==> src/rtl/vcve2_pkg.sv <==
// -----------------------------------------------------------------------------
// vcve2_pkg
// Shared types for the vector issue controller:
//   ctl_state_t : issue FSM states (idle / request in flight / watchdog error)
//   vinstr_t    : one queued vector instruction (operands, destination,
//                 operand count, write-back enable)
// VAddrWidth sets the stored width of register addresses. The controller
// casts its AddrWidth ports to and from this width.
// -----------------------------------------------------------------------------
package vcve2_pkg;

  localparam int unsigned VAddrWidth = 5;

  typedef enum logic [1:0] {
    CTL_IDLE  = 2'd0,
    CTL_BUSY  = 2'd1,
    CTL_ERROR = 2'd2
  } ctl_state_t;

  typedef struct packed {
    logic [VAddrWidth-1:0] vs1;
    logic [VAddrWidth-1:0] vs2;
    logic [VAddrWidth-1:0] vd;
    logic [1:0]            num_operands;
    logic                  wr_en;
  } vinstr_t;

endpackage

==> src/rtl/vinstr_fifo.sv <==
// -----------------------------------------------------------------------------
// vinstr_fifo
// Instruction queue for vector_issue_ctrl. The head entry stays in the queue
// while it is in flight and is removed by pop_i.
// Ports:
//   clk_i, rst_ni         clock, asynchronous active-low reset
//   push_i, data_i        write one entry (ignored when full or flushing)
//   pop_i                 remove the head (ignored when empty)
//   flush_all_i           drop every entry
//   flush_keep_head_i     drop everything except the head
//   head_o                entry at the read pointer
//   full_o, empty_o       occupancy flags
//   empty_next_o          queue will be empty after this clock edge
// Depth must be a power of two so the pointers wrap naturally.
// -----------------------------------------------------------------------------
module vinstr_fifo
  import vcve2_pkg::*;
#(
  parameter int unsigned Depth = 2
) (
  input  logic    clk_i,
  input  logic    rst_ni,
  input  logic    push_i,
  input  vinstr_t data_i,
  input  logic    pop_i,
  input  logic    flush_all_i,
  input  logic    flush_keep_head_i,
  output vinstr_t head_o,
  output logic    full_o,
  output logic    empty_o,
  output logic    empty_next_o
);

  localparam int unsigned PtrW = (Depth > 1) ? $clog2(Depth) : 1;
  localparam int unsigned CntW = $clog2(Depth + 1);

  vinstr_t         mem_q [Depth];
  logic [PtrW-1:0] wptr_q, wptr_d;
  logic [PtrW-1:0] rptr_q, rptr_d;
  logic [CntW-1:0] cnt_q, cnt_d;
  logic            push_ok;
  logic            pop_ok;

  assign full_o  = (cnt_q == CntW'(Depth));
  assign empty_o = (cnt_q == '0);
  // Any flush wins over a push issued in the same cycle.
  assign push_ok = push_i && !full_o && !flush_all_i && !flush_keep_head_i;
  assign pop_ok  = pop_i && !empty_o;

  always_comb begin
    wptr_d = wptr_q;
    rptr_d = rptr_q;
    cnt_d  = cnt_q;
    if (flush_all_i) begin
      wptr_d = rptr_q;
      cnt_d  = '0;
    end else if (flush_keep_head_i) begin
      if (empty_o) begin
        cnt_d = '0;
      end else if (pop_ok) begin
        // Head completes in the same cycle: nothing survives.
        rptr_d = rptr_q + 1'b1;
        wptr_d = rptr_q + 1'b1;
        cnt_d  = '0;
      end else begin
        wptr_d = rptr_q + 1'b1;
        cnt_d  = CntW'(1);
      end
    end else begin
      if (push_ok) wptr_d = wptr_q + 1'b1;
      if (pop_ok)  rptr_d = rptr_q + 1'b1;
      case ({push_ok, pop_ok})
        2'b10:   cnt_d = cnt_q + 1'b1;
        2'b01:   cnt_d = cnt_q - 1'b1;
        default: cnt_d = cnt_q;
      endcase
    end
  end

  assign empty_next_o = (cnt_d == '0);
  assign head_o       = mem_q[rptr_q];

  always_ff @(posedge clk_i or negedge rst_ni) begin
    if (!rst_ni) begin
      wptr_q <= '0;
      rptr_q <= '0;
      cnt_q  <= '0;
    end else begin
      wptr_q <= wptr_d;
      rptr_q <= rptr_d;
      cnt_q  <= cnt_d;
    end
  end

  // Storage carries no reset; consumers only look at the head while it is valid.
  always_ff @(posedge clk_i) begin
    if (push_ok) mem_q[wptr_q] <= data_i;
  end

endmodule

==> src/rtl/vector_issue_ctrl.sv <==
// -----------------------------------------------------------------------------
// vector_issue_ctrl
// Queues vector instructions and issues them one at a time to the vector
// register file stage, holding each request until a completion pulse.
// A watchdog traps a request that never completes into a sticky error state.
// Ports:
//   clk_i, rst_ni                  clock, asynchronous active-low reset
//   instr_valid_i / instr_ready_o  instruction handshake
//   vs1_i, vs2_i, vd_i             operand / destination addresses
//   num_operands_i, wr_en_i        operand count, write-back enable
//   flush_i                        drop queued, not-yet-issued instructions
//   vrf_req_o, vrf_we_o            request / write enable to the VRF stage
//   vrf_raddr_a_o, vrf_raddr_b_o,
//   vrf_waddr_o, vrf_num_operands_o  fields of the instruction in flight
//   vector_done_i                  one-cycle completion pulse
//   busy_o                         queue non-empty or not idle
//   timeout_o                      sticky watchdog error (cleared by reset)
// -----------------------------------------------------------------------------
module vector_issue_ctrl
  import vcve2_pkg::*;
#(
  parameter int unsigned AddrWidth     = 5,
  parameter int unsigned QueueDepth    = 2,
  parameter int unsigned TimeoutCycles = 64
) (
  input  logic                 clk_i,
  input  logic                 rst_ni,
  input  logic                 instr_valid_i,
  output logic                 instr_ready_o,
  input  logic [AddrWidth-1:0] vs1_i,
  input  logic [AddrWidth-1:0] vs2_i,
  input  logic [AddrWidth-1:0] vd_i,
  input  logic [1:0]           num_operands_i,
  input  logic                 wr_en_i,
  input  logic                 flush_i,
  output logic                 vrf_req_o,
  output logic                 vrf_we_o,
  output logic [AddrWidth-1:0] vrf_raddr_a_o,
  output logic [AddrWidth-1:0] vrf_raddr_b_o,
  output logic [AddrWidth-1:0] vrf_waddr_o,
  output logic [1:0]           vrf_num_operands_o,
  input  logic                 vector_done_i,
  output logic                 busy_o,
  output logic                 timeout_o
);

  localparam int unsigned WdW = $clog2(TimeoutCycles + 1);

  ctl_state_t     state_q, state_d;
  logic [WdW-1:0] wdog_q, wdog_d;

  vinstr_t push_data;
  vinstr_t head;
  logic    fifo_push;
  logic    fifo_pop;
  logic    fifo_full;
  logic    fifo_empty;
  logic    fifo_empty_next;

  assign push_data.vs1          = VAddrWidth'(vs1_i);
  assign push_data.vs2          = VAddrWidth'(vs2_i);
  assign push_data.vd           = VAddrWidth'(vd_i);
  assign push_data.num_operands = num_operands_i;
  assign push_data.wr_en        = wr_en_i;

  assign timeout_o     = (state_q == CTL_ERROR);
  assign instr_ready_o = !fifo_full && !timeout_o;
  assign fifo_push     = instr_valid_i && instr_ready_o;
  // Completion pulses outside BUSY never reach the queue.
  assign fifo_pop      = vector_done_i && (state_q == CTL_BUSY);

  vinstr_fifo #(
    .Depth(QueueDepth)
  ) u_fifo (
    .clk_i            (clk_i),
    .rst_ni           (rst_ni),
    .push_i           (fifo_push),
    .data_i           (push_data),
    .pop_i            (fifo_pop),
    .flush_all_i      (flush_i && (state_q == CTL_IDLE)),
    .flush_keep_head_i(flush_i && (state_q == CTL_BUSY)),
    .head_o           (head),
    .full_o           (fifo_full),
    .empty_o          (fifo_empty),
    .empty_next_o     (fifo_empty_next)
  );

  // The FSM looks at next-cycle occupancy so that an instruction pushed into
  // an empty queue is requested on the very next cycle, and a pop with more
  // entries behind it keeps the request high without an idle gap.
  always_comb begin
    state_d = state_q;
    wdog_d  = wdog_q;
    unique case (state_q)
      CTL_IDLE: begin
        if (!fifo_empty_next) begin
          state_d = CTL_BUSY;
          wdog_d  = '0;
        end
      end
      CTL_BUSY: begin
        if (vector_done_i) begin
          if (fifo_empty_next) begin
            state_d = CTL_IDLE;
          end else begin
            wdog_d = '0;  // new head issued back-to-back
          end
        end else if (wdog_q == WdW'(TimeoutCycles - 1)) begin
          // Counter reaches TimeoutCycles on this edge and parks there.
          state_d = CTL_ERROR;
          wdog_d  = WdW'(TimeoutCycles);
        end else begin
          wdog_d = wdog_q + 1'b1;
        end
      end
      CTL_ERROR: begin
        state_d = CTL_ERROR;
      end
      default: begin
        state_d = CTL_IDLE;
      end
    endcase
  end

  always_ff @(posedge clk_i or negedge rst_ni) begin
    if (!rst_ni) begin
      state_q <= CTL_IDLE;
      wdog_q  <= '0;
    end else begin
      state_q <= state_d;
      wdog_q  <= wdog_d;
    end
  end

  // Fields are gated by the request so the un-reset queue storage never
  // shows up on the outputs.
  assign vrf_req_o          = (state_q == CTL_BUSY);
  assign vrf_we_o           = vrf_req_o && head.wr_en;
  assign vrf_raddr_a_o      = vrf_req_o ? AddrWidth'(head.vs1) : '0;
  assign vrf_raddr_b_o      = vrf_req_o ? AddrWidth'(head.vs2) : '0;
  assign vrf_waddr_o        = vrf_req_o ? AddrWidth'(head.vd) : '0;
  assign vrf_num_operands_o = vrf_req_o ? head.num_operands : 2'b00;
  assign busy_o             = (state_q != CTL_IDLE) || !fifo_empty;

endmodule
==> config.mk <==
export PLATFORM = sky130hd
export DESIGN_NAME = vector_issue_ctrl
export DESIGN_NICKNAME = d
export VERILOG_FILES = /design/src/rtl/vcve2_pkg.sv /design/src/rtl/vinstr_fifo.sv /design/src/rtl/vector_issue_ctrl.sv
export SDC_FILE = /design/constraint.sdc
export NUM_CORES = 1
export LEC_CHECK = 0
export ABC_AREA = 1
export BUFFER_PORTS_ARGS = -buffer_cell sky130_fd_sc_hd__buf_2
export CELL_PAD_IN_SITES_DETAIL_PLACEMENT = 1
export CELL_PAD_IN_SITES_GLOBAL_PLACEMENT = 1
export CORE_ASPECT_RATIO = 1.4
export CORE_MARGIN = 2
export CORE_UTILIZATION = 41
export DETAILED_ROUTE_END_ITERATION = 10
export GPL_ROUTABILITY_DRIVEN = 1
export PLACE_DENSITY_LB_ADDON = 0.12
export SKIP_CTS_REPAIR_TIMING = 1
export SLEW_MARGIN = 25
export SYNTH_ARGS = -nofsm -noshare
export SYNTH_HDL_FRONTEND = slang
export SYNTH_SLANG_ARGS = --single-unit
export TNS_END_PERCENT = 30
==> constraint.sdc <==
create_clock -name clk_i -period 2.7 [get_ports clk_i]
set_clock_uncertainty 0.15 [all_clocks]
set_input_delay 0.405 -clock clk_i [delete_from_list [all_inputs] [get_ports clk_i]]
set_output_delay 0.405 -clock clk_i [all_outputs]
set_load 0.02 [all_outputs]
==> reports/metrics.cfg, run 1 <==
[yosys]
ys_seq_elements=49
synth_compound_area_frac=0.06508
synthCells=219
synthAdderAreaFrac=0.01132
ys_warn_count=0
syn_nets=244
synth.avg_cell_area_sq_um=10.10
synth-simple-area-share=0.2100
synth-xor-area-share=0.01981
ys_types=21
synth_area_sq_um=2211
synth_top_family_by_area=simple AND/OR/NAND/NOR gates
ys_seq_area_frac=0.6361
synthMuxAreaShare=0

[critical_path]
path_class=reg2out
critPathMaxStageDelay_ns=0.50
worstPathRequired_ns=2.14
critical-path-top-delay-family=buffers and inverters
r2r_cells=14
cp_slowest_cell=inv_1
worstPathArrival_ns=1.68
critPathBufInv=2
cp-end-kind=output port
start_kind=flop
cp.depth=4
cp_max_fo=20
crit_chain=inv_1 > nand2_1 > a21oi_1 > buf_2

[floorplan]
die_h_microns=90.89
die-area_sq_um=6004
start_util=0.4254
core_area_sq_um=5197
fp.dieW_microns=66.06
num_rows=31
io_pins=45

[clock_network]
cts_root_buf=clkbuf_8
clockBufferDepth=2
clkSinkCount=49
path_clk_slew_ns=0.09
cts-htree-levels=2
clk_latency_ns=0.30
cts_buffers=5
cts_tree=yes

[routing]
drc=0
drtIter0Drc=40
postRouteAntennaNets=0
wirelength_microns=4611
vias=1642
first_pass_iters=4
vias_per_cell=4.887
wl_per_cell_microns=13.72

[sta]
worstMarginPinSlew_ns=0.6769
period_needed_ns=2.237
rsz0062_at_grt=no
whs_ns=0.1315
slew-limit-headroom=0.5482
period_share=0.8287
hold_viol=0
tns_ns=0
setup_viol=0
fmax_mhz=446.9
drv_slew=0

[pwr]
switching_share=0.4431
p_sw_mw=1.263
clkPwrFrac=0.154
intPower_mw=1.587
p_leak_nw=1.227
power.density_nw_per_um2=1088
p_seq_frac=0.382
power_frac_comb=0.464
ir_worst_vdd_v=0.0004694

[global_routing]
grtUsageTotal=0.1745
antenna_found_initial=0
grt_pass1_wl_microns=7955
grt_max_degree=21
grt_pass1_vias=1745
gr-total-overflow=0

[placement]
gp_congestion=0.7379
dp_hpwl_microns=3364
io_buffers=44

[final_layout]
final_cell_mix=nand2_1 (74), buf_2 (44), edfxtp_1 (36)
syn2layout_area_growth_pct=18.45
final_common_cell=nand2_1
antenna_cells=0
layout.nets=294
drive_above_1_share=0.2778

[job]
maxCapViolCount=0

[hold_path]
hp-class=in2reg
holdPathStages=1

[outcome]
status=finished clean

## logic make-up after synthesis
kind of cell	after synthesis
flip-flops	49
AND/OR/NAND/NOR	103
adder cells (fa/ha/maj)	2
buffers and inverters	32
AO/OA/AOI/OAI	28
XOR/XNOR	5
## synth_stat cells, drive strengths merged
master  number  area (sq um)
nand3       10         77.58
nand2       79         309.0
dfrtp       13         325.3
edfxtp      36          1081
a21oi       22         110.1
o21ai        4         20.02
nand4        4         25.02
buf          6         30.03
nor2        10         52.55
xor2         4         35.03
inv         26         97.59
ha           2         25.02
xnor2        1         8.760
o211ai       1         7.510
a31oi        1         6.260
## path summary, 6_finish.rpt
kind | from | endpoint | slack (ns)
worst min-delay path | vs2_i[1] | u_fifo.mem_q[0][9] | 0.13
min in group asynchronous | rst_ni | wdog_q[5] | 0.37
worst max-delay path | u_fifo.rptr_q | vrf_raddr_a_o[4] | 0.46
worst min register to register | wdog_q[6] | wdog_q[6] | 0.35
max in group asynchronous | rst_ni | state_q[0] | 1.79
worst max register to register | state_q[1] | wdog_q[6] | 0.48
## per-layer routing
metal / vias to the layer above / track usage / wire length, microns
met5: - / 0 / 0
met4: 0 / 0.07313 / 95
met3: 9 / 0.02993 / 197
met2: 30 / 0.3165 / 2466
met1: 789 / 0.1951 / 1851
li1: 814 / - / -
## final cells by class
type	count	area, sq um
Multi-Input combinational cell	138	681.9
Clock inverter	3	21.27
Sequential cell	49	1406
Fill cell	633	2579
Timing Repair Buffer	49	260.3
Inverter	26	97.59
Clock buffer	5	68.82
Tap cell	66	82.58
## power by group through the flow
stage	Clock (mW)	Combinational [mW]	Sequential, mW
2_1_floorplan	0	0.962	1.08
3_3_place_gp	0	1.33	1.10
3_5_place_dp	0	1.35	1.11
4_1_cts	0.451	1.36	1.09
5_1_grt	0.483	1.51	1.11
6_report	0.440	1.32	1.09
## registers in the layout, indices dropped and copies added, names as in the netlist
| register | cells |
|---|---|
| state_q | 2 |
| u_fifo.cnt_q | 2 |
| wdog_q | 7 |
| u_fifo.rptr_q | 1 |
| u_fifo.mem_q | 36 |
| u_fifo.wptr_q | 1 |
## through the flow
step           instances    util  power [mW]  setup slack (ns)  area, sq um
2_1_floorplan        219       -       2.044            0.4457         2211
3_3_place_gp         327  0.4846       2.431            0.4925         2519
3_5_place_dp         327  0.4846       2.460            0.4347         2519
4_1_cts              335  0.5019       2.900            0.3900         2609
5_1_grt              336  0.5039       3.100            0.1685         2619
6_report             336  0.5039       2.850            0.4626         2619
No activity file was read; power rests on OpenSTA's default activity.
==> run 2: changes to the inputs <==
Clock period 2.7 ns to 2.2 ns, I/O delays scaled along.
==> run 2 against run 1 <==
Effect of this change: clock-buffer cell count up 1; total power rose by 35%; via count increased by 2.9%; largest power group unchanged; register-to-register slack got worse by 0.34 ns; routed wire length up 5.9%; largest cell class unchanged; cell area increased by 6.7%; hold slack worse by 0.071 ns; flip-flop and latch count stayed put; highest routed layer unchanged; first-iteration DRC count increased by 48%; worst setup slack worse by 0.32 ns.
==> reports/metrics.cfg, run 2 (same netlist as run 1, synthesis figures left out) <==
[outcome]
status=finished clean

[floorplan]
die_h_microns=90.89
io_pins=45
start_util=0.4254
die-area_sq_um=6004
core_area_sq_um=5197
fp.dieW_microns=66.06
num_rows=31

[sta]
setup_viol=0
tns_ns=0
slew-limit-headroom=0.7810
setup_slack_ns=0.1383
fmax_mhz=485.0
hold_viol=0
worstMarginPinSlew_ns=0.3286
drv_slew=0
period_share=0.9371
period_needed_ns=2.062
whs_ns=0.06089

[clock_network]
cts-htree-levels=2
cts_tree=yes
path_clk_slew_ns=0.09
clk_latency_ns=0.30
clockBufferDepth=2
cts_buffers=5
cts_root_buf=clkbuf_8
clkSinkCount=49

[routing]
drtIter0Drc=59
drc=0
first_pass_iters=4
vias=1689
postRouteAntennaNets=0
highest_layer=met4
m1WireLength_microns=1928
vias_per_cell=4.826
wl_met2_microns=2716
wirelength_microns=4882
met3RoutedLength_microns=175
wl_per_cell_microns=13.95

[pwr]
p_total_mw=3.836
p_leak_nw=1.291
power.density_nw_per_um2=1372
ir_worst_vdd_v=0.0007032

[final_layout]
top_regs=u_fifo.mem_q (36), wdog_q (7)
drive_above_1_share=0.3521
syn2layout_area_growth_pct=26.43
final_common_cell=nand2_1
antenna_cells=0
largest_reg_flops=36
finish.cell_count_without_fillers=350
fillers=609
layout.nets=308
top_register=u_fifo.mem_q
final_cell_mix=nand2_1 (69), buf_2 (44), edfxtp_1 (36)

[global_routing]
grt_max_degree=21
grtUsageTotal=0.1753
antenna_found_initial=0
grt_pass1_vias=1762
grt_pass1_wl_microns=8031
gr-total-overflow=0

[placement]
post-place-cells=336
gp_congestion=0.7589
dp_hpwl_microns=3494
io_buffers=44
place_ws_ns=0.06032

[critical_path]
worstPathRequired_ns=2.24
start_kind=flop
cp-end-kind=flop
cp_max_fo=5
path_class=reg2reg
worstPathArrival_ns=2.10

[job]
maxCapViolCount=0

[hold_path]
hp-class=in2reg

[run 2: stage by stage]
stage          instance area (sq um)    util
6_report                        2795  0.5378
5_1_grt                         2795  0.5378
4_1_cts                         2674  0.5144
3_5_place_dp                    2586  0.4976
3_3_place_gp                    2586  0.4976
2_1_floorplan                   2211       -
[run 2: cell type report]
type | instances | area [sq um] | area share
Sequential cell | 49 | 1408 | 0.5036
Multi-Input combinational cell | 138 | 754.5 | 0.2699
Timing Repair Buffer | 63 | 365.4 | 0.1307
Inverter | 26 | 97.59 | 0.03491
Tap cell | 66 | 82.58 | 0.02954
Clock buffer | 6 | 72.57 | 0.02596
Clock inverter | 2 | 15.01 | 0.005372
[run 2: routing by layer]
| metal | global-route usage | vias to the layer above |
|---|---|---|
| met1 | 0.1895 | 816 |
| met2 | 0.3274 | 27 |
| met5 | 0 | - |
| li1 | - | 840 |
| met3 | 0.03117 | 6 |
| met4 | 0.06633 | 0 |
[run 2: worst max-delay path, cell delays in order, from the launching register on]
cell,delay [ns]
dfrtp_1,0.42
inv_2,0.12
nand2_4,0.07
nor2_4,0.12
inv_2,0.06
nor2_4,0.13
ha_4,0.22
inv_2,0.06
nand2_1,0.05
nand2_1,0.07
nand2_2,0.06
nand3_4,0.11
nand2_2,0.09
a21oi_1,0.14
nand2_1,0.08
[run 2: where the power goes]
group          switching (mW)  total [mW]  internal (mW)
sequential              0.108        1.34           1.24
clock                   0.293       0.517          0.224
combinational            1.27        1.98          0.702
[run 2: worst paths after layout]
| kind | from | end | slack, ns | depth (start not counted) |
|---|---|---|---|---|
| max | state_q[1] | state_q[0] | 0.14 | 14 |
| min | vs1_i[2] | u_fifo.mem_q[0][15] | 0.06 | 1 |
| max reg2reg | state_q[1] | state_q[0] | 0.14 | 14 |
| min reg2reg | wdog_q[6] | wdog_q[6] | 0.33 | 2 |
| max in group asynchronous | rst_ni | state_q[0] | 1.34 | 2 |
| min in group asynchronous | rst_ni | state_q[0] | 0.30 | 2 |
==> run 3: changes to the inputs <==
Settings changed: ABC_AREA 1 to unset, CORE_UTILIZATION 41 to 39, SETUP_SLACK_MARGIN set to 0.15.
Clock period 2.2 ns to 1.8 ns, I/O delays scaled along.
==> run 3 against run 2 <==
Effect of this change: the run now ends with setup timing left; utilization rose by 0.79 points; critical path depth fell by 8; clock-buffer cell count fell by 1; critical endpoint is now wdog_q[6]; largest cell class unchanged.
==> reports/metrics.cfg, run 3 <==
[outcome]
status=complete, but fails checks
violations=setup timing

[yosys]
yosys-top-cells-area=edfxtp_1 (50%), dfrtp_1 (15%), mux2i_1 (9.3%), nor2_1 (4.2%), o21ai_0 (1.4%)
synthMostInstantiatedCell=edfxtp_1
synth_top_area_share=0.4997
synth.avg_cell_area_sq_um=13.19
ys_top_cells_by_count=edfxtp_1 (36), nor2_1 (24), mux2i_1 (20)
ys_types=37
ys_seq_area_frac=0.6501
yosysTopAreaCell=edfxtp_1
synth_edf_count=36
syn_nets=189
synth_ff_type=edfxtp_1
async_flop_share=0.2653
ys_warn_count=0
ys_seq_elements=49
synth_area_sq_um=2163
synthCells=164

[global_routing]
grt_pass1_vias=1616
grt.met1_usage=0.1736
antenna_found_initial=0
use_met2=0.3308
grt_max_degree=20
use_met3=0.03067
grtUsageTotal=0.1698
grt.busiest_layer=met2
gr-total-overflow=0
grt_pass1_wl_microns=7714

[clock_network]
cts_tree=yes
clkSinkCount=49
cts_buffers=5
cts_root_buf=clkbuf_8
path_clk_slew_ns=0.09
cts-htree-levels=2
clockBufferDepth=2
clk_latency_ns=0.30

[critical_path]
worstPathArrival_ns=2.24
cp-end-kind=flop
start_kind=flop
rr_startpoint=u_fifo.cnt_q[1]
r2r-end=wdog_q[6]
cp_max_fo=5
rrSetupSlack_ns=-0.37
path_class=reg2reg
r2r_cells=6
worstPathRequired_ns=1.87

[final_layout]
syn2layout_area_growth_pct=37.36
top_register=u_fifo.mem_q
final_cell_mix=buf_2 (40), edfxtp_1 (36), nor2_1 (21)
drive_above_1_share=0.4232
top_regs=u_fifo.mem_q (36), wdog_q (7)
final_common_cell=buf_2
largest_reg_flops=36
antenna_cells=0
layout.nets=265

[routing]
postRouteAntennaNets=0
wl_per_cell_microns=16.60
wirelength_microns=5128
drc=0
vias=1565
drtIter0Drc=18
vias_per_cell=5.065
first_pass_iters=4

[sta]
setup_viol=29
slew-limit-headroom=0.7784
worstMarginPinSlew_ns=0.3323
period_needed_ns=2.167
rsz0062_at_grt=yes
period_share=1.204
drv_slew=0
whs_ns=0.005189
hold_viol=0
setup_slack_ns=-0.3674
fmax_mhz=461.4

[pwr]
p_seq_frac=0.392
p_leak_nw=1.249
clkPwrFrac=0.168
p_total_mw=3.846
power.density_nw_per_um2=1294
intPower_mw=2.432
p_sw_mw=1.414
ir_worst_vdd_v=0.0008665
power_frac_comb=0.439
switching_share=0.3677

[floorplan]
core_area_sq_um=5445
die-area_sq_um=6167
num_rows=32
io_pins=45
fp.dieW_microns=66.95
die_h_microns=92.13
start_util=0.3973

[placement]
dp_hpwl_microns=3661
gp_congestion=0.9017
io_buffers=44

[job]
maxCapViolCount=0

[hold_path]
hp-class=in2reg
worstHoldStart=vs2_i[1]
holdPathStages=1
min_to=u_fifo.mem_q[0][9]

run 3: cell count changes after synthesis, moves of 5 or more:
cell / before / now
inv_1: 22 / 5
nor2_1: 6 / 24
nand2_1: 74 / 6
nand2_2: 5 / 0
mux2i_1: 0 / 20
a21oi_1: 22 / 5
run 3: per-stage QoR:
stage,worst slack [ns],setup TNS [ns],instances,util,instance area (sq um)
floorplan,-0.3490,-7.325,164,-,2213
global placement,-0.3003,-2.185,291,0.4887,2661
detailed placement,-0.3909,-2.762,291,0.4887,2661
CTS,-0.4261,-4.116,299,0.5053,2751
global route,-0.4155,-6.004,309,0.5457,2972
finish,-0.3674,-3.634,309,0.5457,2972
run 3: logic make-up (layout without fill, tap and decap cells):
group / count (synthesis) / after routing / synth area share
muxes: 20 / 20 / 0.09254
adders and majority gates: 2 / 2 / 0.01157
buffers and inverters: 11 / 88 / 0.02718
xor gates and xnor gates: 5 / 5 / 0.02025
and+or+nand+nor: 52 / 52 / 0.1186
AOI/OAI and AO/OA: 25 / 25 / 0.07982
DFF: 49 / 49 / 0.6501
run 3: area by class of cell:
type / instances / area [sq um]
clock buffer: 5 / 68.82
tap: 68 / 85.08
multi-input combinational: 104 / 829.5
timing repair buffer: 75 / 535.5
clock inverter: 3 / 21.27
sequential: 49 / 1408
inverter: 5 / 23.77
fill: 595 / 2474
run 3: layer usage:
layer | routed length [microns] | up-vias
met2 | 3042 | 33
met4 | 117 | 0
met3 | 153 | 9
met5 | 0 | -
li1 | - | 750
met1 | 1814 | 773
run 3: worst max-delay path by stage:
stage / depth (start not counted) / startpoint / endpoint
final: 6 / u_fifo.cnt_q[1] / wdog_q[6]
after global routing: 8 / u_fifo.cnt_q[1] / wdog_q[5]
after CTS: 7 / u_fifo.cnt_q[1] / wdog_q[4]
after detailed placement: 7 / u_fifo.cnt_q[1] / wdog_q[4]
after global placement: 7 / state_q[0] / wdog_q[6]
after floorplan: 8 / state_q[1] / state_q[0]
run 3: power groups by stage:
stage                     combinational [mW]  sequential (mW)  clock (mW)
after floorplan                        0.957             1.50           0
after global placement                  1.45             1.51           0
after detailed placement                1.51             1.53           0
after CTS                               1.52             1.50       0.663
after global routing                    1.82             1.53       0.709
final                                   1.69             1.51       0.648
run 3: worst max-delay path: stages (launching register included):
cell and delay (ns):
dfrtp_1 0.41, or2_4 0.26, and3_4 0.19, ha_4 0.24, or3_4 0.37, a22o_4 0.29
a31oi_1 0.18
